<file path="src/rtl/controls_pkg.sv">
// -----------------------------------------------------------------------------
// controls_pkg
// Shared definitions for the arcade player-input block:
//   - joystick bit positions for directions and the first fire button
//   - PS/2 set-2 scan codes for the player 1 and player 2 key layouts
//   - sys_index(): position of start/coin/pause/service for a button count
//   - key_lookup(): maps a scan code onto (player, control bit)
// -----------------------------------------------------------------------------
package controls_pkg;

    // Joystick / control-word bit positions
    localparam int unsigned RIGHT = 0;
    localparam int unsigned LEFT  = 1;
    localparam int unsigned DOWN  = 2;
    localparam int unsigned UP    = 3;
    localparam int unsigned BTN0  = 4;

    // The system bits follow the fire buttons in this order
    typedef enum logic [1:0] {
        SYS_START   = 2'd0,
        SYS_COIN    = 2'd1,
        SYS_PAUSE   = 2'd2,
        SYS_SERVICE = 2'd3
    } sys_bit_e;

    // Player 1 scan codes
    localparam logic [7:0] P1_UP      = 8'h75;
    localparam logic [7:0] P1_DOWN    = 8'h72;
    localparam logic [7:0] P1_LEFT    = 8'h6B;
    localparam logic [7:0] P1_RIGHT   = 8'h74;
    localparam logic [7:0] P1_B0      = 8'h14;
    localparam logic [7:0] P1_B1      = 8'h11;
    localparam logic [7:0] P1_B2      = 8'h29;
    localparam logic [7:0] P1_START   = 8'h16;
    localparam logic [7:0] P1_COIN    = 8'h2E;
    localparam logic [7:0] P1_PAUSE   = 8'h4D;
    localparam logic [7:0] P1_SERVICE = 8'h46;

    // Player 2 scan codes (player 2 has no pause key)
    localparam logic [7:0] P2_UP      = 8'h2D;
    localparam logic [7:0] P2_DOWN    = 8'h2B;
    localparam logic [7:0] P2_LEFT    = 8'h23;
    localparam logic [7:0] P2_RIGHT   = 8'h34;
    localparam logic [7:0] P2_B0      = 8'h1C;
    localparam logic [7:0] P2_B1      = 8'h1B;
    localparam logic [7:0] P2_B2      = 8'h15;
    localparam logic [7:0] P2_START   = 8'h1E;
    localparam logic [7:0] P2_COIN    = 8'h36;
    localparam logic [7:0] P2_SERVICE = 8'h45;

    // Result of a keymap lookup: index is the bit inside the player's word
    typedef struct packed {
        logic       hit;
        logic       player;
        logic [3:0] index;
    } key_hit_t;

    function automatic int unsigned sys_index(input int unsigned num_buttons,
                                              input sys_bit_e    which);
        return BTN0 + num_buttons + {30'd0, which};
    endfunction

    // Buttons beyond num_buttons have no home in the control word, so their
    // keys are treated as unmapped rather than aliasing onto start/coin.
    function automatic key_hit_t key_lookup(input logic [7:0]  code,
                                            input int unsigned num_buttons);
        key_hit_t    k;
        int unsigned idx;
        int unsigned btn;
        logic        is_btn;
        k      = '0;
        k.hit  = 1'b1;
        idx    = 0;
        btn    = 0;
        is_btn = 1'b0;
        case (code)
            P1_RIGHT:   idx = RIGHT;
            P1_LEFT:    idx = LEFT;
            P1_DOWN:    idx = DOWN;
            P1_UP:      idx = UP;
            P1_B0:      begin is_btn = 1'b1; btn = 0; end
            P1_B1:      begin is_btn = 1'b1; btn = 1; end
            P1_B2:      begin is_btn = 1'b1; btn = 2; end
            P1_START:   idx = sys_index(num_buttons, SYS_START);
            P1_COIN:    idx = sys_index(num_buttons, SYS_COIN);
            P1_PAUSE:   idx = sys_index(num_buttons, SYS_PAUSE);
            P1_SERVICE: idx = sys_index(num_buttons, SYS_SERVICE);
            P2_RIGHT:   begin k.player = 1'b1; idx = RIGHT; end
            P2_LEFT:    begin k.player = 1'b1; idx = LEFT;  end
            P2_DOWN:    begin k.player = 1'b1; idx = DOWN;  end
            P2_UP:      begin k.player = 1'b1; idx = UP;    end
            P2_B0:      begin k.player = 1'b1; is_btn = 1'b1; btn = 0; end
            P2_B1:      begin k.player = 1'b1; is_btn = 1'b1; btn = 1; end
            P2_B2:      begin k.player = 1'b1; is_btn = 1'b1; btn = 2; end
            P2_START:   begin k.player = 1'b1; idx = sys_index(num_buttons, SYS_START);   end
            P2_COIN:    begin k.player = 1'b1; idx = sys_index(num_buttons, SYS_COIN);    end
            P2_SERVICE: begin k.player = 1'b1; idx = sys_index(num_buttons, SYS_SERVICE); end
            default:    k.hit = 1'b0;
        endcase
        if (is_btn) begin
            idx = BTN0 + btn;
            if (btn >= num_buttons) begin
                k.hit = 1'b0;
            end
        end
        k.index = 4'(idx);
        return k;
    endfunction

endpackage

</file>
<file path="src/rtl/coin_stretch.sv">
// -----------------------------------------------------------------------------
// coin_stretch
// Guarantees a minimum coin-high width. A rising edge of coin_raw loads a
// down-counter with COIN_CYCLES (also on a re-trigger while still counting);
// coin_out is the raw level ORed with "counter still running".
// Ports:
//   clk_sys   in  system clock
//   RESET     in  asynchronous active-high reset
//   coin_raw  in  merged keyboard/joystick coin level
//   coin_out  out stretched coin level (combinational, registered by the user)
// -----------------------------------------------------------------------------
module coin_stretch #(
    parameter int unsigned COIN_CYCLES = 9_600_000
) (
    input  logic clk_sys,
    input  logic RESET,
    input  logic coin_raw,
    output logic coin_out
);

    localparam int unsigned CW = $clog2(COIN_CYCLES + 1);

    logic          coin_q;
    logic [CW-1:0] count;

    always_ff @(posedge clk_sys or posedge RESET) begin
        if (RESET) begin
            coin_q <= 1'b0;
            count  <= '0;
        end else begin
            coin_q <= coin_raw;
            if (coin_raw && !coin_q) begin
                count <= CW'(COIN_CYCLES);
            end else if (count != '0) begin
                count <= count - 1'b1;
            end
        end
    end

    assign coin_out = coin_raw | (count != '0);

endmodule

</file>
<file path="src/rtl/player_controls.sv">
// -----------------------------------------------------------------------------
// player_controls
// Merges the PS/2 keyboard stream and up to four joysticks into per-player
// control words, with SOCD cleaning, global phase-aligned autofire and a
// minimum coin-pulse width. All outputs are registered.
// Ports (P = NUM_PLAYERS, B = NUM_BUTTONS, J = 8+B):
//   clk_sys   in  1      system clock
//   RESET     in  1      asynchronous active-high reset
//   ps2_key   in  11     [10] toggle, [9] pressed, [8] extended, [7:0] code
//   joystick  in  P*16   player p at [p*16 +: 16]
//   turbo_en  in  P*B    autofire enable per player/button
//   ctrl      out P*J    cleaned control word for player p at [p*J +: J]
// -----------------------------------------------------------------------------
module player_controls
    import controls_pkg::*;
#(
    parameter int unsigned NUM_PLAYERS  = 2,
    parameter int unsigned NUM_BUTTONS  = 3,
    parameter int unsigned TURBO_DIV    = 3_200_000,
    parameter int unsigned COIN_CYCLES  = 9_600_000,
    parameter bit          SOCD_NEUTRAL = 1'b1
) (
    input  logic                                   clk_sys,
    input  logic                                   RESET,
    input  logic [10:0]                            ps2_key,
    input  logic [NUM_PLAYERS*16-1:0]              joystick,
    input  logic [NUM_PLAYERS*NUM_BUTTONS-1:0]     turbo_en,
    output logic [NUM_PLAYERS*(8+NUM_BUTTONS)-1:0] ctrl
);

    localparam int unsigned J    = 8 + NUM_BUTTONS;
    localparam int unsigned COIN = sys_index(NUM_BUTTONS, SYS_COIN);
    localparam int unsigned TW   = $clog2(TURBO_DIV);

    // ------------------------------------------------------------------
    // Keyboard decoder. armed_q suppresses the first cycle after reset so
    // that a toggle level left over from before reset is not mistaken for
    // a fresh event; a key held through reset stays released until its
    // next make code.
    // ------------------------------------------------------------------
    logic              toggle_q;
    logic              armed_q;
    logic [1:0][J-1:0] keymap;
    key_hit_t          key;
    logic              key_event;
    logic              unused_ext;

    assign unused_ext = ps2_key[8];

    always_comb begin
        key       = key_lookup(ps2_key[7:0], NUM_BUTTONS);
        key_event = armed_q && (toggle_q != ps2_key[10]);
    end

    always_ff @(posedge clk_sys or posedge RESET) begin
        if (RESET) begin
            toggle_q <= 1'b0;
            armed_q  <= 1'b0;
            keymap   <= '0;
        end else begin
            toggle_q <= ps2_key[10];
            armed_q  <= 1'b1;
            if (key_event && key.hit && (key.player == 1'b0 || NUM_PLAYERS > 1)) begin
                keymap[key.player][key.index] <= ps2_key[9];
            end
        end
    end

    // ------------------------------------------------------------------
    // Autofire timebase: one counter shared by every button so all turbo
    // buttons fire in phase.
    // ------------------------------------------------------------------
    logic [TW-1:0] turbo_cnt;
    logic          phase;

    always_ff @(posedge clk_sys or posedge RESET) begin
        if (RESET) begin
            turbo_cnt <= '0;
            phase     <= 1'b1;
        end else if (turbo_cnt == TW'(TURBO_DIV - 1)) begin
            turbo_cnt <= '0;
            phase     <= ~phase;
        end else begin
            turbo_cnt <= turbo_cnt + 1'b1;
        end
    end

    // ------------------------------------------------------------------
    // Per-player merge and cleaning
    // ------------------------------------------------------------------
    logic [NUM_PLAYERS*J-1:0] ctrl_next;

    for (genvar p = 0; p < NUM_PLAYERS; p++) begin : g_player
        logic [J-1:0]    raw;
        logic [J-1:0]    next;
        logic            coin_out;
        logic [15-J:0]   unused_joy;

        assign unused_joy = joystick[p*16+J +: 16-J];

        // Only players 1 and 2 have keyboard layouts
        if (p < 2) begin : g_kbd
            assign raw = keymap[p] | joystick[p*16 +: J];
        end else begin : g_joy_only
            assign raw = joystick[p*16 +: J];
        end

        coin_stretch #(
            .COIN_CYCLES(COIN_CYCLES)
        ) u_coin (
            .clk_sys (clk_sys),
            .RESET   (RESET),
            .coin_raw(raw[COIN]),
            .coin_out(coin_out)
        );

        always_comb begin
            next = raw;
            if (SOCD_NEUTRAL && raw[LEFT] && raw[RIGHT]) begin
                next[LEFT]  = 1'b0;
                next[RIGHT] = 1'b0;
            end
            if (SOCD_NEUTRAL && raw[UP] && raw[DOWN]) begin
                next[UP]   = 1'b0;
                next[DOWN] = 1'b0;
            end
            for (int unsigned b = 0; b < NUM_BUTTONS; b++) begin
                if (turbo_en[p*NUM_BUTTONS + b] && !phase) begin
                    next[BTN0 + b] = 1'b0;
                end
            end
            next[COIN] = coin_out;
        end

        assign ctrl_next[p*J +: J] = next;
    end

    always_ff @(posedge clk_sys or posedge RESET) begin
        if (RESET) begin
            ctrl <= '0;
        end else begin
            ctrl <= ctrl_next;
        end
    end

endmodule

</file>
<file path="config.mk">
export PLATFORM = sky130hd
export DESIGN_NAME = player_controls
export DESIGN_NICKNAME = d
export VERILOG_FILES = /design/src/rtl/controls_pkg.sv /design/src/rtl/coin_stretch.sv /design/src/rtl/player_controls.sv
export SDC_FILE = /design/constraint.sdc
export NUM_CORES = 1
export LEC_CHECK = 0
export BUFFER_PORTS_ARGS = -buffer_cell sky130_fd_sc_hd__buf_2
export CAP_MARGIN = 25
export CORE_AREA = 2 2 115 117
export DETAILED_ROUTE_END_ITERATION = 8
export DIE_AREA = 0 0 117 119
export GPL_TIMING_DRIVEN = 1
export PLACE_DENSITY = 0.66
export SYNTH_ARGS = -nofsm -noshare
export SYNTH_HDL_FRONTEND = slang
export SYNTH_SLANG_ARGS = --single-unit
</file>
<file path="constraint.sdc">
create_clock -name clk_sys -period 9.6 [get_ports clk_sys]
set_clock_uncertainty 0.05 [all_clocks]
set_input_delay 0.96 -clock clk_sys [delete_from_list [all_inputs] [get_ports clk_sys]]
set_output_delay 0.96 -clock clk_sys [all_outputs]
set_load 0.02 [all_outputs]
</file>
==> flow_summary.json, run 1 <==
{
  "final_nets": 690,
  "pwr-share-seq": 0.420,
  "grtUsageTotal": 0.192,
  "place_inst": 792,
  "ys_types": 55,
  "fin_crit_ns": 2.94,
  "gr-total-overflow": 0,
  "cp.required_ns": 9.85,
  "grt_pass1_vias": 4454,
  "grt_max_degree": 74,
  "fin_crit_sh": 0.306,
  "rsz0062_at_grt": "false",
  "synth_ff_type": "dfrtp_1",
  "tns_ns": 0,
  "netlist_area_sq_um": 5890,
  "synth_area_per_cell_sq_um": 10.2,
  "wl_um": 12200,
  "fmax_mhz": 341,
  "root_buffer": "clkbuf_16",
  "fp-row-count": 42,
  "crit_path_max_incr_delay_ns": 0.88,
  "grt_pass1_wl_um": 20900,
  "ir_worst_vdd_mv": 0.0946,
  "p_int_uw": 1040,
  "post_cts.repair.setup_buffers": 0,
  "firstDrtPassIters": 4,
  "final_cells": 824,
  "clk_pin_slew_ns": 0.05,
  "syn-num-nets": 629,
  "drv_cap": 0,
  "clockPowerShare": 0.429,
  "drc_errors": 0,
  "worst_pin_slew_ns": 1.06,
  "die_h_um": 119,
  "drt-initial-drc-count": 189,
  "p_sw_frac": 0.269,
  "drt-wirelength-per-cell_um": 14.8,
  "combPwrFrac": 0.151,
  "drtAntennaViolNets": 0,
  "ys_seq_area_frac": 0.506,
  "cp_data_arrival_time_ns": 3.19,
  "io_pins": 73,
  "critPathBufInv": 1,
  "synth-seq-cells": 119,
  "core_area_sq_um": 12900,
  "htree_levels": 4,
  "switchingPower_uw": 383,
  "status": "complete, no violations",
  "viasPerCell": 5.44,
  "hold_viol_final": 0,
  "area.growth.synth_to_final_pct": 17.4,
  "p_leak_uw": 0.00296,
  "clkLatencyLatePin_ns": 0.42,
  "crit_chain": "buf_2 -> nor4b_1 -> a32oi_1 -> nand4_1 -> a211o_1 -> nand4_1 -> mux2_2",
  "cp_common_cell": "nand4_1",
  "cts_tree": "built",
  "setup_viol": 0,
  "clockBufferDepth": 2,
  "start_util": 0.458,
  "fp.dieW_um": 117,
  "report.final.slew_viol_count": 0,
  "antenna_found_initial": 1,
  "cp-end-kind": "register",
  "synth_cells": 575,
  "portBuffers": 61,
  "numClockSinks": 119,
  "crit_type": "input port to register",
  "power_density_nw_per_um2": 205,
  "hp-class": "register to register",
  "cts_resized": 0,
  "slew_headroom": 0.289,
  "worst_path_max_delay_cell": "nor4b_1",
  "nFillCells": 1142,
  "async_reset_ff_frac": 1.00,
  "cp_max_fo": 17,
  "drive_above_1_share": 0.218,
  "vias": 4484,
  "postCtsHoldBufs": 0,
  "place_congestion": 0.856,
  "synth-edff-count": 0,
  "hpwlAfterDp_um": 8210,
  "synth_warnings": 0,
  "cts_buffers": 17,
  "dieArea_sq_um": 13900,
  "startpoint_type": "input port",
  "critPathTopFamily": "simple AND/OR/NAND/NOR gates"
}
cell usage after synthesis (all sizes together), types with 2 or more instances:
library cell / number / area share
a211o: 3 / 0.0045
a211oi: 5 / 0.0072
a21oi: 19 / 0.016
and2: 2 / 0.0021
and3: 6 / 0.0064
and3b: 2 / 0.0030
buf: 10 / 0.011
clkbuf: 13 / 0.0083
dfrtp: 118 / 0.50
ha: 3 / 0.0064
inv: 12 / 0.0076
mux2: 22 / 0.042
nand2: 32 / 0.020
nand2b: 7 / 0.0074
nand3: 29 / 0.025
nand3b: 7 / 0.0089
nand4: 9 / 0.0096
nand4b: 5 / 0.0074
nor2: 74 / 0.047
nor2b: 8 / 0.0085
nor3: 27 / 0.024
nor3b: 4 / 0.0051
nor4: 23 / 0.032
nor4b: 4 / 0.0059
nor4bb: 4 / 0.0068
o211ai: 6 / 0.0076
o21a: 4 / 0.0051
o21ai: 13 / 0.011
or2: 9 / 0.0096
or3: 15 / 0.017
or4: 8 / 0.011
or4b: 5 / 0.0091
xnor2: 39 / 0.058
xor2: 18 / 0.027
worst paths after layout:
| check | startpoint | cells past startpoint | slack [ns] | endpoint |
|---|---|---|---|---|
| max in group asynchronous | RESET | 3 | 7.63 | g_player[1].u_coin.count[22] |
| min | keymap[20] | 0 | 0.32 | keymap[20] |
| min reg2reg | keymap[20] | 0 | 0.32 | keymap[20] |
| max | ps2_key[4] | 7 | 6.66 | keymap[5] |
| max reg2reg | g_player[0].u_coin.count[0] | 9 | 6.82 | g_player[0].u_coin.count[5] |
| min in group asynchronous | RESET | 2 | 0.56 | ctrl[10] |
cell type report:
class,instances,area (sq um),share of cell area
inverters,12,47.5,0.00687
diodes,1,2.50,0.000362
clock buffers,21,470,0.0680
well taps,176,220,0.0318
flip-flops and latches,119,2980,0.431
clock inverters,9,101,0.0147
multi-input cells,421,2750,0.398
repair buffers,65,343,0.0496
per-layer routing:
metal | vias up | GRT usage | share of wire
met5 | - | 0 | 0
met4 | 0 | 0.0934 | 0.024
met3 | 25 | 0.0570 | 0.055
met2 | 126 | 0.294 | 0.47
met1 | 2171 | 0.247 | 0.45
li1 | 2162 | - | -
power groups by stage:
| stage | Combinational (uW) | Clock [uW] | Sequential, uW |
|---|---|---|---|
| after floorplan | 160 | 0 | 598 |
| after global placement | 203 | 0 | 598 |
| after detailed placement | 213 | 0 | 602 |
| after CTS | 215 | 622 | 595 |
| after global routing | 242 | 646 | 603 |
| final | 215 | 610 | 596 |
state kept, by name (all words and copies together), names as in the netlist:
| signal | count |
|---|---|
| armed_q | 1 |
| ctrl | 22 |
| g_player.u_coin.coin_q | 2 |
| g_player.u_coin.count | 48 |
| keymap | 22 |
| phase | 1 |
| toggle_q | 1 |
| turbo_cnt | 22 |
worst reg2reg max path: cells and delay by family, from the launching register on:
family	cells	cell delay (ns)
simple gates	5	1.53
fa+ha+maj	1	0.16
flops	1	0.40
buf+inv	2	0.33
xor+xnor	1	0.19
layout by cell type (no fill, tap or decap), types with 9 or more instances in the layout:
cell / count
buf_2: 61
a21oi_1: 19
nand3_1: 28
or2_2: 9
or3_1: 14
nor2_1: 74
o21ai_0: 13
mux2_2: 20
nand4_1: 9
dfrtp_1: 118
inv_1: 11
nand2_1: 32
nor4_1: 19
clkbuf_16: 17
nor3_1: 26
xnor2_1: 39
xor2_1: 18
logic make-up after synthesis:
group,share of synthesized area
flops,0.506
fa+ha+maj,0.00637
mux,0.0420
xor+xnor,0.0847
simple gates,0.273
compound gates,0.0607
other cells,0.000636
buf+inv,0.0274
stage by stage:
| stage | instance area, sq um | worst slack, ns | hold slack (ns) | total power (uW) | utilization |
|---|---|---|---|---|---|
| 2_1_floorplan | 5890 | 5.43 | 0.372 | 758 | - |
| 3_3_place_gp | 6320 | 6.33 | 0.310 | 801 | 0.491 |
| 3_5_place_dp | 6330 | 6.26 | 0.315 | 815 | 0.492 |
| 4_1_cts | 6900 | 6.47 | 0.327 | 1430 | 0.536 |
| 5_1_grt | 6920 | 6.57 | 0.333 | 1490 | 0.537 |
| 6_report | 6920 | 6.66 | 0.322 | 1420 | 0.537 |
Note: power is estimated with default switching activity, not from simulation.
==> inputs of run 2 (changes only) <==
==> constraint.sdc (replaced) <==
create_clock -name clk_sys -period 3.1 [get_ports clk_sys]
set_clock_uncertainty 0.05 [all_clocks]
set_input_delay 0.31 -clock clk_sys [delete_from_list [all_inputs] [get_ports clk_sys]]
set_output_delay 0.31 -clock clk_sys [all_outputs]
set_load 0.02 [all_outputs]
==> flow_summary.json, run 2 (synthesized netlist as in run 1, its figures left out) <==
{
  "crit_chain": "inv_1 -> ha_1 -> or3b_1 -> or4_4 -> nor4_4 -> buf_4 -> nor4_1 -> xnor2_1 -> nor2_1",
  "ir_worst_vdd_mv": 0.308,
  "worst_path_max_delay_cell": "or4_4",
  "drt-wirelength-per-cell_um": 14.3,
  "hold_viol_final": 0,
  "rsz0062_at_grt": "false",
  "crit_path_max_incr_delay_ns": 0.55,
  "final_common_cell": "dfrtp_1",
  "seqCellArea_sq_um": 2980,
  "final_cell_mix": "118 x dfrtp_1, 74 x nor2_1, 61 x buf_2",
  "wl_um": 11900,
  "root_buffer": "clkbuf_16",
  "cp.required_ns": 3.34,
  "drtAntennaViolNets": 0,
  "gr-total-overflow": 0,
  "status": "complete, no violations",
  "slew_headroom": 0.565,
  "drt-initial-drc-count": 227,
  "hp-class": "input port to register",
  "vias": 4428,
  "multi_input_area_sq_um": 2750,
  "fin_crit_ns": 2.57,
  "holdCritStartpoint": "turbo_en[3]",
  "grtUsageTotal": 0.190,
  "diodes": 0,
  "cts_tree": "built",
  "viasPerCell": 5.32,
  "startpoint_type": "register",
  "post_cts.repair.setup_buffers": 0,
  "core_area_sq_um": 12900,
  "clockBufferDepth": 2,
  "start_util": 0.458,
  "drc_errors": 0,
  "numClockSinks": 119,
  "final_nets": 699,
  "cp_max_fo": 12,
  "area.growth.synth_to_final_pct": 18.8,
  "antenna_found_initial": 0,
  "cp-end-kind": "register",
  "io_pins": 73,
  "grt_max_degree": 111,
  "drive_above_1_share": 0.221,
  "setup.worst_path.start": "g_player[0].u_coin.count[0]",
  "hpwlAfterDp_um": 8130,
  "p_leak_uw": 0.00300,
  "grt_pass1_wl_um": 20800,
  "largest-register": "g_player.u_coin.count",
  "fmax_mhz": 388,
  "htree_levels": 4,
  "worst_pin_slew_ns": 0.648,
  "die_h_um": 119,
  "crit_type": "register to register",
  "fp.dieW_um": 117,
  "setup_viol": 0,
  "power_density_nw_per_um2": 629,
  "drv_cap": 0,
  "portBuffers": 61,
  "nFillCells": 1148,
  "dieArea_sq_um": 13900,
  "largest_reg_flops": 48,
  "clkLatencyLatePin_ns": 0.41,
  "fin_crit_sh": 0.830,
  "place_congestion": 0.877,
  "report.final.slew_viol_count": 0,
  "p_total_uw": 4410,
  "grt_pass1_vias": 4448,
  "fp-row-count": 42,
  "cp_data_arrival_time_ns": 2.82,
  "cts_buffers": 17,
  "tns_ns": 0,
  "firstDrtPassIters": 4,
  "r2r_start": "g_player[0].u_coin.count[0]",
  "clk_pin_slew_ns": 0.05
}
==> run 2: layer usage <==
layer	track usage	routed length (um)	vias to the layer above
met5	0	0	-
met1	0.252	5410	2143
li1	-	-	2176
met4	0.0721	240	0
met2	0.292	5730	89
met3	0.0570	521	20
==> run 2: final cells by class <==
| class | count | area share |
|---|---|---|
| well taps | 176 | 0.0314 |
| clock buffers | 22 | 0.0677 |
| multi-input cells | 421 | 0.393 |
| flip-flops and latches | 119 | 0.425 |
| inverters | 12 | 0.00697 |
| clock inverters | 9 | 0.0143 |
| repair buffers | 74 | 0.0611 |
==> run 2: stage by stage <==
step,area [sq um],cells,util,worst slack (ns),hold WS (ns)
CTS,7000,832,0.543,0.510,0.00143
global placement,6370,796,0.495,0.579,0.210
finish,7000,833,0.544,0.526,0.0193
detailed placement,6370,796,0.495,0.536,0.211
global route,7000,833,0.544,0.322,0.0170
floorplan,5900,575,-,0.692,0.291
==> run 2: what timing repair did <==
item / CTS / global route
resized for setup: 0 / 0
hold endpoints to repair: 13 / 0
hold buffers: 5 / 0
==> run 2: where the power goes <==
| group | internal, uW | switching [uW] | total [uW] |
|---|---|---|---|
| Combinational | 301 | 371 | 672 |
| Sequential | 1700 | 142 | 1840 |
| Clock | 1230 | 661 | 1890 |
==> run 2: worst max-delay path: cells and delay by family (launching register included) <==
| family | cells | cell delay, ns |
|---|---|---|
| DFF | 1 | 0.40 |
| xor gates and xnor gates | 1 | 0.16 |
| and+or+nand+nor | 5 | 1.36 |
| adders and majority gates | 1 | 0.16 |
| buffers and inverters | 2 | 0.33 |
==> run 2: worst paths after layout <==
| path | endpoint | slack [ns] | cells after the start |
|---|---|---|---|
| worst max register to register | g_player[0].u_coin.count[6] | 0.53 | 9 |
| worst min-delay path | ctrl[15] | 0.02 | 2 |
| worst min register to register | keymap[20] | 0.32 | 0 |
| max in group asynchronous | g_player[1].u_coin.count[10] | 1.84 | 4 |
| min in group asynchronous | g_player[0].u_coin.count[17] | 0.34 | 3 |
| worst max-delay path | g_player[0].u_coin.count[6] | 0.53 | 9 |
==> inputs of run 3 (changes only) <==
--- a/config.mk
+++ b/config.mk
@@ -11,7 +11,7 @@
 export DETAILED_ROUTE_END_ITERATION = 8
 export DIE_AREA = 0 0 117 119
 export GPL_TIMING_DRIVEN = 1
-export PLACE_DENSITY = 0.66
+export PLACE_DENSITY = 0.69
 export SYNTH_ARGS = -nofsm -noshare
 export SYNTH_HDL_FRONTEND = slang
 export SYNTH_SLANG_ARGS = --single-unit
==> constraint.sdc (replaced) <==
create_clock -name clk_sys -period 2.2 [get_ports clk_sys]
set_clock_uncertainty 0.05 [all_clocks]
set_input_delay 0.22 -clock clk_sys [delete_from_list [all_inputs] [get_ports clk_sys]]
set_output_delay 0.22 -clock clk_sys [all_outputs]
set_load 0.02 [all_outputs]
==> flow_summary.json, run 3 (synthesized netlist as in run 1, its figures left out) <==
{
  "status": "finished, violations left",
  "violations": "negative setup slack",
  "reg2reg_depth": 8,
  "cp-end-kind": "register",
  "p_total_uw": 6690,
  "startpoint_type": "register",
  "nFillCells": 1017,
  "clockBufferDepth": 2,
  "holdWs_ns": 0.0173,
  "multi_input_area_sq_um": 2910,
  "grt_pass1_wl_um": 23900,
  "critPathTopFamily": "simple AND/OR/NAND/NOR gates",
  "fp-row-count": 42,
  "crit_path_max_incr_delay_ns": 0.54,
  "critPathBufInv": 2,
  "holdCritStartpoint": "joystick[18]",
  "combPwrFrac": 0.203,
  "dieArea_sq_um": 13900,
  "fin_crit_sh": 1.12,
  "p_sw_frac": 0.278,
  "fin_crit_ns": 2.47,
  "io_pins": 73,
  "seqCellArea_sq_um": 2980,
  "vias": 4911,
  "clkLatencyLatePin_ns": 0.43,
  "cp_common_cell": "or4_4",
  "root_buffer": "clkbuf_16",
  "r2r_start": "g_player[0].u_coin.count[18]",
  "rsz0062_at_grt": "true",
  "diodes": 0,
  "p_leak_uw": 0.00350,
  "p_int_uw": 4840,
  "groute.layer.met1.usage": 0.274,
  "firstDrtPassIters": 5,
  "viasPerCell": 5.27,
  "largest_reg_flops": 48,
  "clockPowerShare": 0.411,
  "cp.required_ns": 2.45,
  "slew_headroom": 0.624,
  "drt-wirelength-per-cell_um": 15.1,
  "antenna_found_initial": 0,
  "hpwlAfterDp_um": 9350,
  "hp-class": "input port to register",
  "worst_path_max_delay_cell": "or4_4",
  "cp_data_arrival_time_ns": 2.72,
  "drt-initial-drc-count": 270,
  "grt_max_degree": 71,
  "clk_pin_slew_ns": 0.05,
  "setup_viol": 31,
  "crit_cells": 8,
  "gr-total-overflow": 0,
  "drive_above_1_share": 0.327,
  "drc_errors": 0,
  "ir_worst_vdd_mv": 0.524,
  "place_congestion": 0.840,
  "cts_buffers": 17,
  "met3_usage": 0.0611,
  "die_h_um": 119,
  "use_met2": 0.355,
  "area.growth.synth_to_final_pct": 36.3,
  "crit_type": "register to register",
  "final_common_cell": "dfrtp_1",
  "wl_um": 14000,
  "setup.worst_path.start": "g_player[0].u_coin.count[18]",
  "numClockSinks": 119,
  "largest-register": "g_player.u_coin.count",
  "htree_levels": 4,
  "switchingPower_uw": 1860,
  "crit_chain": "or4_4 -> or4_4 -> nor4_4 -> buf_4 -> buf_6 -> nor4_1 -> xnor2_1 -> nor2_1",
  "final.setup.worst_slack_ns": -0.267,
  "core_area_sq_um": 12900,
  "hold_viol_final": 0,
  "start_util": 0.458,
  "grt_pass1_vias": 5077,
  "pwr-share-seq": 0.386,
  "grtUsageTotal": 0.218,
  "cp_max_fo": 6,
  "final_cell_mix": "118 x dfrtp_1, 72 x nor2_1, 70 x buf_4",
  "crit_end": "g_player[0].u_coin.count[9]",
  "drtAntennaViolNets": 0,
  "final_nets": 796,
  "r2r_slack_ns": -0.27,
  "drv_cap": 0,
  "cts_tree": "built",
  "grt_most_used_layer": "met2",
  "portBuffers": 61,
  "report.final.slew_viol_count": 0,
  "power_density_nw_per_um2": 833,
  "r2r_end": "g_player[0].u_coin.count[9]",
  "fmax_mhz": 405,
  "worst_pin_slew_ns": 0.562,
  "fp.dieW_um": 117
}
run 3: cell types whose count changed in the layout (fill, tap and decap cells not counted), moves of 4 or more:
cell | before | now
nor4_1 | 19 | 13
dlygate4sd3_1 | 5 | 27
buf_6 | 0 | 7
buf_4 | 7 | 70
buf_12 | 1 | 5
run 3: tightest hold or removal path, cell delays in order:
cell and delay, ns:
buf_2 0.10, nor2_1 0.05, o21a_1 0.09
run 3: area by class of cell:
type | count | area share
Sequential cell | 119 | 0.371
Multi-Input combinational cell | 421 | 0.362
Timing Repair Buffer | 171 | 0.160
Clock buffer | 19 | 0.0539
Tap cell | 176 | 0.0274
Clock inverter | 13 | 0.0195
Inverter | 12 | 0.00608
run 3: how the worst min path moves through the flow:
stage	endpoint	slack [ns]	depth (start not counted)
5_1_grt	ctrl[14]	0.02	3
6_report	ctrl[14]	0.02	3
3_5_place_dp	g_player[0].u_coin.count[22]	0.25	2
2_1_floorplan	toggle_q	0.20	0
4_1_cts	ctrl[14]	0.01	3
3_3_place_gp	g_player[0].u_coin.count[21]	0.24	2
run 3: metal layers:
metal	wire [um]	part of all wire	vias to the layer above
met5	0	0	-
met4	289	0.021	0
met3	504	0.036	26
met2	7170	0.51	100
met1	6060	0.43	2416
li1	-	-	2369
run 3: power by group through the flow:
stage	clock network, uW	registers [uW]	logic (uW)
after floorplan	0	2610	712
after global placement	0	2580	1160
after detailed placement	0	2590	1210
after CTS	2800	2550	1280
after global routing	2900	2600	1500
final	2750	2580	1360
run 3: stage by stage:
step           setup slack (ns)  setup TNS, ns  instance area (sq um)   util  instances
2_1_floorplan            -0.157          -2.38                   5920      -        575
3_3_place_gp             -0.202          -2.68                   6930  0.538        861
3_5_place_dp             -0.207          -3.46                   6940  0.539        862
5_1_grt                  -0.365          -7.79                   8030  0.624        931
6_report                 -0.267          -4.25                   8030  0.624        931
4_1_cts                  -0.194          -3.17                   7870  0.611        926
run 3: what timing repair did:
action / CTS / global route
gates cloned: 2 / 1
endpoints found under the setup margin: 31 / 42
pin swaps: 5 / 17
hold buffers: 27 / 0
resized for setup: 8 / 25
setup buffers: 3 / 4
hold endpoints to repair: 46 / 0
